### src/rtl/alu_16_muldiv_seq.sv
// Sequencer that runs unsigned 16-bit multiply (shift-add) and divide (restoring)
// one step per clock on the shared add/sub ALU. The ALU is driven and read combinationally.
module alu_16_muldiv_seq #(
    parameter logic [4:0] OP_ADD = 5'b00000,
    parameter logic [4:0] OP_SUB = 5'b00001,
    parameter int         N_ITER = 16
) (
    input  logic        clock,
    input  logic        reset_n,
    input  logic        start,
    input  logic        op_div,
    input  logic [15:0] op_a,
    input  logic [15:0] op_b,
    output logic        busy,
    output logic        result_valid,
    output logic [15:0] result,
    output logic [15:0] remainder,
    output logic        exception,
    output logic [15:0] alu_a,
    output logic [15:0] alu_b,
    output logic [4:0]  alu_opcode,
    input  logic [15:0] alu_result,
    output logic [1:0]  dbg_state
);

    typedef enum logic [1:0] {S_IDLE, S_MUL, S_DIV, S_DONE} state_t;

    localparam logic [3:0] LAST_CNT = 4'(N_ITER - 1);

    state_t      state;
    logic [3:0]  cnt;
    logic [15:0] acc;     // P for multiply, R for divide
    logic [15:0] sh;      // Q: multiplier (shifts right) or dividend/quotient (shifts left)
    logic [15:0] opd;     // M (shifts left) for multiply, D for divide
    logic        ovf;
    logic        is_div;

    logic [15:0] t_word;
    logic [15:0] sh_right;
    logic        carry_add;
    logic        carry_sub;
    logic        no_borrow;

    // Carry-out of the ALU is rebuilt from operand and result MSBs.
    assign t_word    = {acc[14:0], sh[15]};
    assign sh_right  = sh >> 1;
    assign carry_add = (acc[15] & opd[15]) | (~alu_result[15] & (acc[15] | opd[15]));
    assign carry_sub = (t_word[15] & ~opd[15]) | (~alu_result[15] & (t_word[15] | ~opd[15]));
    assign no_borrow = acc[15] | carry_sub;

    always_comb begin
        alu_a      = 16'd0;
        alu_b      = 16'd0;
        alu_opcode = OP_ADD;
        case (state)
            S_MUL: begin
                alu_a      = acc;
                alu_b      = opd;
                alu_opcode = OP_ADD;
            end
            S_DIV: begin
                alu_a      = t_word;
                alu_b      = opd;
                alu_opcode = OP_SUB;
            end
            default: ;
        endcase
    end

    always_ff @(posedge clock or negedge reset_n) begin
        if (!reset_n) begin
            state  <= S_IDLE;
            cnt    <= 4'd0;
            acc    <= 16'd0;
            sh     <= 16'd0;
            opd    <= 16'd0;
            ovf    <= 1'b0;
            is_div <= 1'b0;
        end else begin
            case (state)
                S_IDLE: begin
                    if (start) begin
                        acc    <= 16'd0;
                        sh     <= op_div ? op_a : op_b;
                        opd    <= op_div ? op_b : op_a;
                        ovf    <= 1'b0;
                        is_div <= op_div;
                        cnt    <= 4'd0;
                        state  <= op_div ? S_DIV : S_MUL;
                    end
                end
                S_MUL: begin
                    if (sh[0]) begin
                        acc <= alu_result;
                        if (carry_add) ovf <= 1'b1;
                    end
                    // A multiplicand bit falls off the top while multiplier bits remain.
                    if (opd[15] && (sh_right != 16'd0)) ovf <= 1'b1;
                    opd <= opd << 1;
                    sh  <= sh_right;
                    cnt <= cnt + 4'd1;
                    if (cnt == LAST_CNT) state <= S_DONE;
                end
                S_DIV: begin
                    if (no_borrow) begin
                        acc <= alu_result;
                        sh  <= {sh[14:0], 1'b1};
                    end else begin
                        acc <= t_word;
                        sh  <= {sh[14:0], 1'b0};
                    end
                    cnt <= cnt + 4'd1;
                    if (cnt == LAST_CNT) state <= S_DONE;
                end
                default: state <= S_IDLE;
            endcase
        end
    end

    // Results come straight from the datapath registers, which only change on accept.
    assign busy         = (state != S_IDLE);
    assign result_valid = (state == S_DONE);
    assign result       = is_div ? sh : acc;
    assign remainder    = is_div ? acc : 16'd0;
    assign exception    = is_div ? (opd == 16'd0) : ovf;
    assign dbg_state    = state;

endmodule

### config.mk
export PLATFORM = sky130hd
export DESIGN_NAME = alu_16_muldiv_seq
export DESIGN_NICKNAME = d
export VERILOG_FILES = /design/src/rtl/alu_16_muldiv_seq.sv
export SDC_FILE = /design/constraint.sdc
export NUM_CORES = 1
export LEC_CHECK = 0
export ABC_AREA = 1
export CAP_MARGIN = 20
export CORE_MARGIN = 8
export CORE_UTILIZATION = 45
export DETAILED_ROUTE_END_ITERATION = 8
export GPL_TIMING_DRIVEN = 0
export PLACE_DENSITY_LB_ADDON = 0.3
export SYNTH_ARGS = -nofsm -noshare
export SYNTH_HDL_FRONTEND = slang
export SYNTH_SLANG_ARGS = --single-unit
export TNS_END_PERCENT = 20
### constraint.sdc
create_clock -name clock -period 4.4 [get_ports clock]
set_input_delay 0.88 -clock clock [delete_from_list [all_inputs] [get_ports clock]]
set_output_delay 0.88 -clock clock [all_outputs]
set_load 0.02 [all_outputs]
==> results.py <==
metrics = {
    "timing": {
        "period_share": 0.839,
        "hold_violations": 0,
        "fin_tns_setup_ns": 0,
        "worst_pin_slew_ns": 0.665,
        "timing.max_slew.rel_slack": 0.556,
        "rsz0062_at_grt": "false",
        "fmax_mhz": 271,
        "slew_viol_final": 0,
        "period_minus_slack_ns": 3.69,
        "fin_skew_ns": 0.00310,
        "setup_viol": 0,
    },
    "grt": {
        "grt_pass1_vias": 4757,
        "grt_pass1_wl_um": 23800,
        "overflow": 0,
        "grt_usage": 0.229,
        "antenna_found_initial": 0,
        "grt_max_degree": 39,
    },
    "placement": {
        "hpwl_um": 11600,
        "io_buffers": 120,
        "place_congestion": 0.953,
    },
    "clocking": {
        "cts_root_buf": "clkbuf_8",
        "cts-resized-gates": 0,
        "clock_path_buffers": 2,
        "insertion_delay_ns": 0.31,
        "path_clk_slew_ns": 0.10,
        "cts_hold_buf": 0,
        "cts_max_level": 2,
        "cts_tree": "yes",
        "postCtsSetupBuffers": 0,
        "numCtsBuffers": 5,
        "clock-sinks": 56,
    },
    "drt": {
        "vias_per_cell": 5.52,
        "vias": 4904,
        "drtIter0Drc": 396,
        "ant_nets": 0,
        "postRouteWirelength_um": 14900,
        "wire_per_inst_um": 16.7,
        "first_pass_iters": 6,
        "drc_errors": 0,
    },
    "power": {
        "power_report.internal_total_mw": 1.94,
        "p_clk_frac": 0.071,
        "power_density_mw_per_mm2": 729,
        "ir_drop_uv": 544,
        "p_switching_mw": 2.20,
        "power.share.switching": 0.531,
        "seqPwrFrac": 0.233,
        "combPwrFrac": 0.696,
        "leakagePower_nw": 2.79,
    },
    "floorplanning": {
        "dieArea_mm2": 0.0127,
        "boundaryPins": 126,
        "rows": 35,
        "die_h_um": 113,
        "coreArea_mm2": 0.00915,
        "die_w_um": 113,
        "start_util": 0.460,
    },
    "cells_and_area": {
        "nets": 833,
        "antennaDiodeCount": 0,
        "drive_gt1_frac": 0.0798,
        "final_common_cell": "nand2_1",
        "fill_cells": 830,
        "multi_input_area_mm2": 0.00220,
        "syn_to_final_growth_pct": 34.6,
        "layout_common_cells": "nand2_1, clkdlybuf4s50_1, inv_1",
        "regArea_mm2": 0.00140,
        "fin_util": 0.620,
    },
    "worst_setup_path": {
        "cp_slowest_cell": "clkdlybuf4s50_1",
        "reg2reg_slack_ns": 2.37,
        "critical_path_class": "reg -> out",
        "path_cells": "inv_1 > ha_1 > clkbuf_1 > nand2_1 > buf_2 > buf_2 > o22ai_1 > clkdlybuf4s50_1",
        "start_kind": "flip-flop",
        "required_ns": 3.52,
        "critPathCaptureType": "output port",
        "max_stage_delay_ns": 0.65,
        "cpMostUsedCell": "buf_2",
        "crit_fanout": 10,
        "arrival_ns": 2.81,
    },
    "logic_synthesis": {
        "synth-main-ff-cell": "dfrtp_1",
        "synth_top_area_share": 0.333,
        "syn_area_mm2": 0.00421,
        "synth_top_cell_by_area": "dfrtp_1",
        "yosys_register_bits": 56,
        "synthArstFlopShare": 1.00,
        "synth_cell_types": 35,
        "synth_edf_count": 0,
        "synthCells": 645,
        "synth_warnings": 0,
        "syn_avg_cell_area_um2": 6.53,
        "synth.area.top_cells": "dfrtp_1, nand2_1, inv_1",
        "ys_seq_area_frac": 0.333,
    },
    "run_status": {
        "status": "finished, final reports clean",
    },
    "flow_run": {
        "max_cap_violations": 0,
    },
    "worst_hold_path": {
        "hold_class": "in -> async",
    },
}
-- sequential cells by signal, indices dropped and copies added, names as in the netlist --
register / flops
sh: 16
opd: 16
ovf: 1
acc: 16
dbg_state: 2
is_div: 1
cnt: 4
-- layer usage --
metal | GRT usage | wire (µm) | up-vias
li1 | - | - | 2330
met1 | 0.300 | 6400 | 2296
met2 | 0.380 | 6940 | 258
met3 | 0.0453 | 1320 | 20
met4 | 0.0549 | 206 | 0
met5 | 0 | 0 | -
-- logic make-up (layout without fill, tap and decap cells) --
family / Yosys count / count (layout) / synth area share
adders and majority gates: 5 / 5 / 0.0149
DFF: 56 / 56 / 0.333
other: 1 / 4 / 0.000890
buffers and inverters: 147 / 276 / 0.148
and+or+nand+nor: 291 / 291 / 0.292
AOI/OAI and AO/OA: 145 / 145 / 0.212
-- cell usage after synthesis, types with 2 or more instances --
cell / count
o22ai_1: 19
o21ai_4: 2
o21ai_1: 3
o211ai_1: 12
o221ai_1: 12
inv_2: 3
o21ai_0: 70
ha_1: 5
o31ai_1: 3
nor4_1: 2
buf_6: 2
nand2_1: 197
inv_1: 100
nand4_1: 2
buf_2: 15
dfrtp_1: 56
buf_4: 9
nand2_2: 2
clkbuf_1: 13
or2_2: 12
nor2_1: 19
o22a_1: 6
nand2_4: 2
nor3_1: 5
a21oi_1: 15
nand3_1: 47
buf_1: 4
-- through the flow --
| step | total power, mW | setup slack, ns | cells | hold WS, ns | cell area [µm²] |
|---|---|---|---|---|---|
| 2_1_floorplan | 2.73 | 1.65 | 648 | 0.442 | 4220 |
| 3_3_place_gp | 3.73 | 0.676 | 879 | 0.460 | 5560 |
| 3_5_place_dp | 3.79 | 1.12 | 880 | 0.469 | 5580 |
| 4_1_cts | 4.10 | 0.744 | 888 | 0.491 | 5670 |
| 5_1_grt | 4.45 | 0.530 | 888 | 0.529 | 5670 |
| 6_report | 4.13 | 0.709 | 888 | 0.501 | 5670 |
-- final timing paths --
check,from,endpoint,cells past startpoint
worst max-delay path,dbg_state[0]$_DFFE_PN0P_,alu_a[5],8
worst min-delay path,reset_n,acc[11]$_DFFE_PN0P_,1
worst max register to register,dbg_state[0]$_DFFE_PN0P_,sh[11]$_DFFE_PN0P_,8
worst min register to register,ovf$_DFFE_PN0P_,ovf$_DFFE_PN0P_,2
max in group asynchronous,reset_n,opd[2]$_DFFE_PN0P_,2
min in group clock,ovf$_DFFE_PN0P_,ovf$_DFFE_PN0P_,2
-- layout make-up --
class,count,share of cell area
clock buffers,5,0.0121
repair buffers,121,0.214
multi-input cells,445,0.388
plain buffers,43,0.0404
well taps,111,0.0245
clock inverters,3,0.00419
flip-flops and latches,56,0.247
inverters,104,0.0693
-- power groups by stage --
stage	registers (mW)	clock network [mW]	logic [mW]
floorplan	0.905	0	1.82
global placement	0.950	0	2.78
detailed placement	0.958	0	2.84
CTS	0.951	0.299	2.85
global route	0.986	0.320	3.14
finish	0.962	0.293	2.88
-- worst max-delay path, delay by kind of cell, from the launching register on --
family | cells | cell delay [ns]
buffers and inverters | 5 | 1.54
flip-flops | 1 | 0.44
adder cells (fa/ha/maj) | 1 | 0.20
AO/OA/AOI/OAI | 1 | 0.19
AND/OR/NAND/NOR | 1 | 0.12
(Power assumes the default switching activity.)
